File: src/rtl/bcd_counter_n.sv
// bcd_counter_n: parametrised N-digit BCD up/down counter for the stopwatch/timer datapath.
//
// Counts in packed BCD between 0 and a configurable terminal value MAX_BCD. It can wrap
// at the terminal, or saturate there. It supports synchronous clear and a validated
// parallel load. Stages cascade through ena_in/ena_out to build longer chains, for
// example hundredths -> seconds -> minutes -> hours.
//
// Parameters:
//   NDIG     number of BCD digits (1..8)
//   MAX_BCD  terminal value in BCD, 4*NDIG bits; every nibble must be <= 9
//   WRAP     1 = wrap at terminal, 0 = saturate at terminal
//
// Ports:
//   clk       in   rising-edge clock
//   rst       in   asynchronous reset, active high
//   clear     in   synchronous clear to zero (highest priority)
//   ena_in    in   count enable / cascade carry-in
//   up_dn     in   direction: 1 = up, 0 = down
//   load      in   synchronous parallel load request
//   load_val  in   BCD load value
//   count     out  current BCD value; digit i at bits [4i+3:4i]
//   tc        out  terminal flag for the current direction (combinational)
//   ena_out   out  cascade carry-out: ena_in & tc & WRAP (combinational)
//   sat       out  saturation flag: tc when WRAP == 0 (combinational)
//   load_err  out  one-cycle registered pulse when a load is rejected
module bcd_counter_n #(
  parameter int unsigned         NDIG    = 2,
  parameter logic [4*NDIG-1:0]   MAX_BCD = 8'h59,
  parameter bit                  WRAP    = 1'b1
) (
  input  logic              clk,
  input  logic              rst,
  input  logic              clear,
  input  logic              ena_in,
  input  logic              up_dn,
  input  logic              load,
  input  logic [4*NDIG-1:0] load_val,
  output logic [4*NDIG-1:0] count,
  output logic              tc,
  output logic              ena_out,
  output logic              sat,
  output logic              load_err
);

  localparam int unsigned W = 4 * NDIG;

  // ---------------------------------------------------------------------------
  // Elaboration-time parameter checks
  // ---------------------------------------------------------------------------
  if (NDIG == 0 || NDIG > 8) begin : g_bad_ndig
    $error("bcd_counter_n: NDIG must be in 1..8");
  end

  for (genvar g = 0; g < NDIG; g++) begin : g_max_chk
    if (MAX_BCD[4*g +: 4] > 4'd9) begin : g_bad_max
      $error("bcd_counter_n: MAX_BCD contains a non-BCD nibble");
    end
  end

  // ---------------------------------------------------------------------------
  // State
  // ---------------------------------------------------------------------------
  logic [W-1:0] count_q, count_d;
  logic         load_err_q, load_err_d;

  // ---------------------------------------------------------------------------
  // Per-digit increment / decrement chains
  // ---------------------------------------------------------------------------
  // all9[i]: every digit below i is 9, so digit i steps on an increment.
  // all0[i]: every digit below i is 0, so digit i steps on a decrement.
  logic [NDIG:0]   all9;
  logic [NDIG:0]   all0;
  logic [W-1:0]    inc_val;
  logic [W-1:0]    dec_val;
  logic [NDIG-1:0] lv_nib_ok;

  assign all9[0] = 1'b1;
  assign all0[0] = 1'b1;

  for (genvar i = 0; i < NDIG; i++) begin : g_digit
    logic [3:0] dig;
    logic [3:0] lv_dig;

    assign dig    = count_q[4*i +: 4];
    assign lv_dig = load_val[4*i +: 4];

    assign all9[i+1] = all9[i] & (dig == 4'd9);
    assign all0[i+1] = all0[i] & (dig == 4'd0);

    assign inc_val[4*i +: 4] = !all9[i]      ? dig :
                               (dig == 4'd9) ? 4'd0 : dig + 4'd1;
    assign dec_val[4*i +: 4] = !all0[i]      ? dig :
                               (dig == 4'd0) ? 4'd9 : dig - 4'd1;

    assign lv_nib_ok[i] = (lv_dig <= 4'd9);
  end

  // ---------------------------------------------------------------------------
  // Terminal detection and load validation
  // ---------------------------------------------------------------------------
  logic at_max;
  logic at_zero;
  logic load_ok;

  assign at_max  = (count_q == MAX_BCD);
  assign at_zero = (count_q == '0);

  // For well-formed BCD an unsigned vector compare orders the same as the decimal value.
  assign load_ok = (&lv_nib_ok) && (load_val <= MAX_BCD);

  // ---------------------------------------------------------------------------
  // Next-state logic: clear > load > ena_in > hold
  // ---------------------------------------------------------------------------
  always_comb begin
    count_d    = count_q;
    load_err_d = 1'b0;

    if (clear) begin
      count_d = '0;
    end else if (load) begin
      if (load_ok) begin
        count_d = load_val;
      end else begin
        load_err_d = 1'b1;
      end
    end else if (ena_in) begin
      if (up_dn) begin
        // Full-vector compare so non-decimal terminals such as 23 wrap correctly.
        if (at_max) begin
          count_d = WRAP ? '0 : MAX_BCD;
        end else begin
          count_d = inc_val;
        end
      end else begin
        if (at_zero) begin
          count_d = WRAP ? MAX_BCD : '0;
        end else begin
          count_d = dec_val;
        end
      end
    end
  end

  // ---------------------------------------------------------------------------
  // State registers
  // ---------------------------------------------------------------------------
  always_ff @(posedge clk or posedge rst) begin
    if (rst) begin
      count_q    <= '0;
      load_err_q <= 1'b0;
    end else begin
      count_q    <= count_d;
      load_err_q <= load_err_d;
    end
  end

  // ---------------------------------------------------------------------------
  // Outputs
  // ---------------------------------------------------------------------------
  assign count    = count_q;
  assign tc       = (up_dn & at_max) | (~up_dn & at_zero);
  assign ena_out  = ena_in & tc & WRAP;
  assign sat      = ~WRAP & tc;
  assign load_err = load_err_q;

endmodule

File: config.mk
export PLATFORM = sky130hd
export DESIGN_NAME = bcd_counter_n
export DESIGN_NICKNAME = d
export VERILOG_FILES = /design/src/rtl/bcd_counter_n.sv
export SDC_FILE = /design/constraint.sdc
export NUM_CORES = 1
export LEC_CHECK = 0
export ABC_AREA = 0
export CORE_UTILIZATION = 48
export DETAILED_ROUTE_END_ITERATION = 10
export PLACE_DENSITY_LB_ADDON = 0.1
export SLEW_MARGIN = 0
export SYNTH_ARGS = -nofsm -noshare
export SYNTH_HDL_FRONTEND = slang
export SYNTH_SLANG_ARGS = --single-unit
File: constraint.sdc
create_clock -name clk -period 2.13 [get_ports clk]
set_input_delay 0.639 -clock clk [delete_from_list [all_inputs] [get_ports clk]]
set_output_delay 0.639 -clock clk [all_outputs]
set_load 0.05 [all_outputs]
# Word-level counts from Yosys, hierarchy flattened
# Index checks and enable logic that the tools add are counted.
word_totals:
  regBits: 9
  in_bits: 14
  output_inout_bits: 12
  wordCells: 45
op_classes:
  n_addsub: 4
  magnitude_cmp: 3
  eq_ne: 5
  muxes: 16
  bitwise_logic: 5
  n_reduce_logical: 9
ops:
  columns: ["op", "count"]
  rows:
  - ["8-bit 2-to-1 mux", 7]
  - ["4-bit 2-to-1 mux", 6]
  - ["4-bit by 1-bit adder with 4-bit output, second input constant", 2]
  - ["4-bit equality test, second input constant", 2]
  - ["8-bit by 7-bit equality test with 1-bit output, second input constant", 1]
  - ["4-bit <= comparator, second input constant", 2]
  - ["8-bit by 7-bit <= comparator with 1-bit output, second input constant", 1]
  - ["4-bit logical NOT", 2]
  - ["8-bit logical NOT", 1]
  - ["4-bit by 1-bit subtractor with 4-bit output, second input constant", 2]
  - ["5-bit by 2-bit != test with 1-bit output, second input constant", 1]
  - ["5-bit nonzero test", 1]
  - ["2-bit AND reduction", 2]
  - ["4-bit AND reduction", 1]
  - ["1-bit AND", 3]
  - ["1-bit 2-to-1 mux", 3]
  - ["3-bit by 2-bit != test with 1-bit output, second input constant", 1]
  - ["3-bit nonzero test", 1]
  - ["1-bit logical AND", 1]
  - ["1-bit inverter", 1]
  - ["1-bit OR", 1]

# Longest topological paths before layout
# Gate-level depths: netlist of the first run.
depth:
  depth_word: 8
  ltp_mapped: 6
  mapped_depth_nobuf: 6

# Worst setup path after synthesis of the first run
# Ideal clock, no wire load.
synth_timing:
  path_kind: "register -> output"
  from: "reg count_q[0] (netlist: count[0])"
  to: "out ena_out"
  arrival_ns: 2.719
  required_ns: 1.491
  slack_ns: -1.228
  stages_incl_launch_ff: 6
  path_buffers: 0
  path_cell_list: "dfrtp_1 -> ha_1 -> and3b_1 -> nand4_1 -> a21oi_1 -> and2_1"
synth_between:
  elab_chain_cells: 4
  word_cells_on_any_way: 6
  classes_between: "1 x eq/ne; 4 x bitwise; 1 x reduce/logical"
synth_lines:
  columns: ["item", "line_no", "rtl"]
  rows:
  - ["start, declared", "63", "logic [W-1:0] count_q, count_d;"]
  - ["start signal, assigned", "152", "count_q <= count_d;"]
  - ["8-bit by 7-bit equality test with 1-bit output / 8-bit logical NOT (equally long branches)", "105, 106", null]
  - ["1-bit AND", "161", "assign tc = (up_dn & at_max) | (~up_dn & at_zero);"]
  - ["1-bit OR *", "161", null]
  - ["via tc", "39", "output logic tc,"]
  - ["1-bit AND *", "162", "assign ena_out = ena_in & tc & WRAP;"]
  - ["end, declared", "40", "output logic ena_out,"]
# Mark *: on every way through the listed nets, which the timed path passes. The rest lies on a longest branch.

# Worst setup path in the final report of the first run
layout_timing:
  from: "in up_dn"
  to: "out ena_out"
layout_between:
  elab_chain_cells: 4
  word_cells_on_any_way: 5
  classes_between: "5 x bitwise"
layout_lines:
  columns: ["item", "line_no", "rtl"]
  rows:
  - ["start, declared", "35", "input logic up_dn,"]
  - ["1-bit inverter", "161", null]
  - ["1-bit AND", "161", null]
  - ["1-bit OR *", "161", null]
  - ["1-bit AND *", "162", null]
# Mark *: on every way between the ends. The rest lies on a longest branch, timed or not.

==> flow_summary.ini, run 1 <==
[outcome]
status = finished with violations
violations = setup timing

[final_layout]
diodes = 0
fin_util = 0.7468
finish.instance_area_sq_um = 1465
multi_input_area_sq_um = 723.2
regArea_sq_um = 232.7
final_common_cell = buf_4
mostFrequentLayoutCells = 30 x buf_4, 12 x clkdlybuf4s50_1, 8 x a21oi_1, 7 x nand2_1, 6 x inv_1
drive_above_1_share = 0.3648
finalNetCount = 178
finalNonFillerCells = 186
fillCellCount = 171
synthToLayoutAreaGrowth_pct = 45.11

[synth]
async_flop_share = 1.000
avgSynthCellArea_sq_um = 8.485
syn_nets = 137
ys_ff_latch = 9
yosysWarnings = 0
synthTopCellsByArea = dfrtp_1 22%, ha_1 5.0%, a21oi_1 4.5%
synth_cells = 119
yosys.cell_types.count = 51
netlist.area_leader.share = 0.2230
synth_edf_count = 0
synth_area_sq_um = 1010
seq_area_frac_synth = 0.2230
yosys.area.top_type = dfrtp_1
ys.flop_type = dfrtp_1

[place]
hpwl_um = 2123
portBuffers = 24
placed_area_sq_um = 1440
dp_worst_setup_slack_ps = -484.5
routabilityCongestion = 0.8820
place_inst = 182

[min_path]
hold_path_class = input port to asynchronous set/reset pin

[clock_network]
clkLatencyLatePin_ps = 250
clockBufferDepth = 2
cts_htree_levels = 1
clk_pin_slew_ps = 60
cts_sinks = 9
cts-root-buf = clkbuf_4
numCtsBuffers = 3
cts_setup_buffers = 0
cts_hold_buf = 0
cts_tree = yes

[worst_setup_path]
crit_path_top_delay_cell = dlygate4sd2_1
cp_num_buf_inv = 2
cp_cell_sequence = dlygate4sd2_1, nor4b_4, nand2_1, a21oi_4, and2_4, buf_12
crit_path_max_fanout = 3
critical-path-top-delay-family = simple AND/OR/NAND/NOR gates
path_class = input port to output port
startpoint_type = input port
critical_path_required_ps = 1490
r2r_setup_slack_ps = 230
end_kind = output port
arrival_ps = 1730
max_stage_delay_ps = 280

[timing]
fin_crit_sh = 1.111
hold_viol_final = 0
rsz0062_at_grt = yes
final.setup.tns_ps = -434.3
period_needed_ps = 2367
maxSlewViolCount = 0
clock.fmax_mhz = 422.5
setup_slack_ps = -237.1
finalSetupViolCount = 2
hold_ws_ps = 648.9
clock_skew_ps = 1.419

[detailed_routing]
dr.pass1.iters = 4
drc = 0
vias = 1056
wl_per_cell_um = 13.89
ant_nets = 0
drtIter0Drc = 21
wirelength_um = 2583
vias_per_cell = 5.677

[global_routing]
grt_first_pass_wirelength_um = 3843
grt.overflow.total = 0
antenna_found_initial = 0
grt_max_degree = 17
grt_pass1_vias = 862
grt_usage = 0.2367

[die]
row_count = 16
dieArea_sq_um = 2291
initial_core_util = 0.5147
fp.dieH_um = 47.87
pin_count = 26
core_area_sq_um = 1962
die_w_um = 47.87

[power_and_ir_drop]
max-vdd-ir-drop_v = 0.0004566
power.density_nw_per_um2 = 466.8
finalPower_mw = 0.6839
leakagePower_nw = 0.6310

[flow_run]
drv_cap = 0
==> sequential cells by signal, summed over array words and instances (netlist names) <==
signal and count:
load_err 1, count 8
==> logic make-up after synthesis <==
logic type,count (synthesis),synth area share
compound gates,41,0.3209
mux,1,0.009914
other cells,1,0.003714
fa+ha+maj,4,0.04957
flops,9,0.2231
buf+inv,18,0.1090
simple gates,45,0.2838
==> cells in the mapped netlist, types with 2 or more instances <==
| library cell | n |
|---|---|
| a31oi_1 | 2 |
| nand2_1 | 7 |
| ha_1 | 4 |
| nand2b_1 | 5 |
| dfrtp_1 | 9 |
| o21ai_0 | 3 |
| a2111oi_1 | 2 |
| nor3b_2 | 2 |
| nand3_1 | 4 |
| buf_2 | 4 |
| a2111oi_2 | 2 |
| and3_1 | 2 |
| nor2b_1 | 5 |
| nor3_1 | 3 |
| nor2_1 | 5 |
| o21bai_1 | 2 |
| buf_6 | 3 |
| nand4b_1 | 2 |
| a21oi_1 | 9 |
| a21o_1 | 2 |
| o32ai_1 | 3 |
| inv_1 | 8 |
| a211oi_1 | 2 |
| o41ai_1 | 2 |
==> routing by layer <==
layer | GRT usage | share of wire | vias up
met5 | 0 | 0 | -
met4 | 0.04444 | 0.0074 | 0
met3 | 0.02264 | 0.040 | 2
met2 | 0.3892 | 0.49 | 32
met1 | 0.3371 | 0.46 | 497
li1 | - | - | 525
==> timing repair <==
item / CTS / global route
pin swaps: 2 / 1
gates resized for setup: 1 / 0
endpoints found under the setup margin: 3 / 2
==> path summary, 6_finish.rpt <==
| check | startpoint | depth (start not counted) | end |
|---|---|---|---|
| max in group asynchronous | rst | 2 | count[0] |
| max | up_dn | 6 | ena_out |
| min reg2reg | count[1] | 3 | count[1] |
| max reg2reg | count[0] | 6 | count[2] |
| min | rst | 2 | count[2] |
| min in group clk | count[1] | 3 | count[1] |
==> cell type report <==
class	count	share of cell area
Timing Repair Buffer	46	0.2827
Multi-Input combinational cell	92	0.4936
Sequential cell	9	0.1588
Tap cell	27	0.02306
Clock buffer	4	0.01793
Inverter	8	0.02391
==> where the power goes <==
part | internal [mW] | switching (mW) | total (mW)
clock network | 0.0720 | 0.0569 | 0.129
logic | 0.166 | 0.185 | 0.351
registers | 0.184 | 0.0198 | 0.204
Power figures use the tool's default switching activity.
==> run 2, diff against run 1 <==
--- a/config.mk
+++ b/config.mk
@@ -5,10 +5,10 @@
 export SDC_FILE = /design/constraint.sdc
 export NUM_CORES = 1
 export LEC_CHECK = 0
-export ABC_AREA = 0
 export CORE_UTILIZATION = 48
 export DETAILED_ROUTE_END_ITERATION = 10
 export PLACE_DENSITY_LB_ADDON = 0.1
+export SETUP_SLACK_MARGIN = 0.5
 export SLEW_MARGIN = 0
 export SYNTH_ARGS = -nofsm -noshare
 export SYNTH_HDL_FRONTEND = slang
==> run 2 against run 1 <==
The flow now stops in global routing (5_1_grt). Synthesized cell count unchanged. Synthesized area unchanged.
==> flow_summary.ini, run 2 <==
[outcome]
status = did not finish
failed_stage = global routing (5_1_grt)
error_line = [ERROR DPL-0038] Utilization greater than 100%, impossible to legalize

[timing]
worst_endpoint = ena_out
worst_endpoint_kind = top-level output

[place]
routabilityCongestion = 0.8500
hpwl_um = 2096
portBuffers = 24
place_inst = 178

[die]
fp.dieH_um = 47.87
initial_core_util = 0.5147
pin_count = 26
die_w_um = 47.87
row_count = 16

[clock_network]
cts_htree_levels = 1
cts-root-buf = clkbuf_4
cts_sinks = 9
clockBufferDepth = 2
cts_hold_buf = 0
numCtsBuffers = 3

[synth]
synthTopCellsByArea = dfrtp_1 22%, ha_1 5.0%, a21oi_1 4.5%
yosys.cell_types.count = 51
async_flop_share = 1.000
syn_nets = 137
synth_cells = 119
seq_area_frac_synth = 0.2230
ys_top_cells_by_count = 9 x a21oi_1, 9 x dfrtp_1, 8 x inv_1, 7 x nand2_1
ys.flop_type = dfrtp_1
synth_area_sq_um = 1010
netlist.area_leader.share = 0.2230
yosysWarnings = 0
synth_edf_count = 0
yosys.area.top_type = dfrtp_1
avgSynthCellArea_sq_um = 8.485
ys_ff_latch = 9

[global_routing]
grt_max_degree = 15
[run 2: cell counts after synthesis]
No cell type changed its count.
[run 2: what timing repair did]
| action | 4_1_cts |
|---|---|
| setup buffers | 16 |
| gates resized for setup | 47 |
| setup endpoints to repair | 18 |
| pin swaps | 21 |
[run 2: logic make-up after synthesis]
logic type / share of synthesized area
buffers and inverters: 0.1090
multiplexers: 0.009914
AND/OR/NAND/NOR: 0.2838
adder cells (fa/ha/maj): 0.04957
AO/OA/AOI/OAI: 0.3209
flip-flops: 0.2231
other: 0.003714
[run 2: per-stage QoR]
stage                     utilization  worst slack (ps)  hold WS [ps]  area, sq um  setup TNS, ps
after global placement         0.7207            -420.9         619.1         1414          -1920
after floorplan                     -            -344.7         466.6         1085         -368.9
after detailed placement       0.7207            -460.3         636.3         1414          -2163
after CTS                      0.8788            -255.1         649.9         1724         -475.2
==> run 3, diff against run 2 <==
--- a/config.mk
+++ b/config.mk
@@ -5,10 +5,10 @@
 export SDC_FILE = /design/constraint.sdc
 export NUM_CORES = 1
 export LEC_CHECK = 0
-export CORE_UTILIZATION = 48
+export CORE_AREA = 2 2 63 65
 export DETAILED_ROUTE_END_ITERATION = 10
-export PLACE_DENSITY_LB_ADDON = 0.1
-export SETUP_SLACK_MARGIN = 0.5
+export DIE_AREA = 0 0 65 67
+export PLACE_DENSITY_LB_ADDON = 0.15
 export SLEW_MARGIN = 0
 export SYNTH_ARGS = -nofsm -noshare
 export SYNTH_HDL_FRONTEND = slang
==> run 3 against run 2 <==
The flow now finishes, with violations (setup timing).
==> flow_summary.ini, run 3 (synthesized netlist as in run 1, its figures left out) <==
[outcome]
status = finished with violations
violations = setup timing

[die]
initial_core_util = 0.2800
core_area_sq_um = 3606
fp.dieH_um = 67
pin_count = 26
die_w_um = 65
row_count = 22
dieArea_sq_um = 4355

[worst_setup_path]
critical-path-top-delay-family = flip-flops
startpoint_type = flip-flop
crit_path_max_fanout = 4
cp_cell_sequence = buf_4, ha_4, and3b_2, nand4_1, a21oi_4, and2_4, buf_12
max_stage_delay_ps = 480
worstRegToRegCells = 7
critical_path_required_ps = 1490
arrival_ps = 1720
end_kind = output port
cp_num_buf_inv = 2
crit_path_top_delay_cell = dfrtp_4
path_class = flip-flop to output port
cp.depth = 7

[final_layout]
final_common_cell = buf_4
largest_reg_flops = 8
mostFrequentLayoutCells = 30 x buf_4, 12 x clkdlybuf4s50_1, 8 x a21oi_1, 6 x inv_1, 6 x nand2_1
finish.instance_area_sq_um = 1535
drive_above_1_share = 0.3813
fillCellCount = 361
synthToLayoutAreaGrowth_pct = 52.04
finalNetCount = 179
diodes = 0

[global_routing]
grt.overflow.total = 0
grt_max_degree = 15
antenna_found_initial = 0
grt_first_pass_wirelength_um = 4733
grt_pass1_vias = 1001
grt_usage = 0.1405

[timing]
fin_crit_sh = 1.107
rsz0062_at_grt = yes
maxSlewViolCount = 0
setup_slack_ps = -227.9
finalSetupViolCount = 2
period_needed_ps = 2358
clock.fmax_mhz = 424.1
clock_skew_ps = 1.810
hold_viol_final = 0
hold_ws_ps = 663.9

[clock_network]
cts_hold_buf = 0
clkLatencyLatePin_ps = 240
numCtsBuffers = 3
cts_htree_levels = 1
cts_sinks = 9
cts_tree = yes
clockBufferDepth = 2
cts-root-buf = clkbuf_8
clk_pin_slew_ps = 50

[detailed_routing]
drtIter0Drc = 29
drc = 0
wl_per_cell_um = 13.07
wirelength_um = 2719
vias_per_cell = 4.990
ant_nets = 0
vias = 1038
dr.pass1.iters = 4

[place]
routabilityCongestion = 0.7909
portBuffers = 24
placed_area_sq_um = 1471
hpwl_um = 2173

[power_and_ir_drop]
finalPower_mw = 0.7753
power.density_nw_per_um2 = 505.0
leakagePower_nw = 0.6466
max-vdd-ir-drop_v = 0.0002207

[min_path]
hold_path_class = input port to asynchronous set/reset pin

[flow_run]
drv_cap = 0
[run 3: metrics by stage]
step | instances | setup slack (ps) | utilization | setup TNS [ps]
after floorplan | 119 | -344.7 | - | -368.9
after global placement | 202 | -465.5 | 0.4081 | -2003
after detailed placement | 202 | -507.2 | 0.4081 | -2253
after CTS | 207 | -215.1 | 0.4230 | -397.5
after global routing | 208 | -293.7 | 0.4257 | -560.3
final | 208 | -227.9 | 0.4257 | -449.8
[run 3: cell type report]
class | instances | area [sq um] | share of cell area
sequential | 9 | 232.7 | 0.1516
tap | 48 | 60.06 | 0.03912
clock buffer | 4 | 45.04 | 0.02934
inverter | 8 | 35.03 | 0.02282
multi-input combinational | 92 | 725.7 | 0.4727
timing repair buffer | 47 | 436.7 | 0.2844
[run 3: where the power goes]
group          internal, mW  switching [mW]  leakage, nW
registers             0.185          0.0168        0.115
logic                 0.174           0.191        0.509
clock network         0.131          0.0775       0.0228
total                 0.490           0.285        0.647
[run 3: path summary, 6_finish.rpt]
| path | start | endpoint | slack (ps) |
|---|---|---|---|
| worst min-delay path | rst | count[2] | 660 |
| max in group asynchronous | rst | count[0] | 1170 |
| worst min register to register | count[4] | count[4] | 730 |
| worst max-delay path | count[0] | ena_out | -230 |
| worst max register to register | count[0] | count[2] | 170 |
| min in group clk | count[4] | count[4] | 730 |
[run 3: timing repair]
item                       CTS  global route
buffers inserted             1             1
gates resized for setup      3             1
setup endpoints to repair    5             2
pin swaps                    2             2
[run 3: per-layer routing]
metal	track usage	routed length, um	up-vias
met5	0	0	-
met4	0.07979	70	0
met3	0.01858	167	5
met2	0.2036	1170	37
met1	0.1976	1310	469
li1	-	-	527
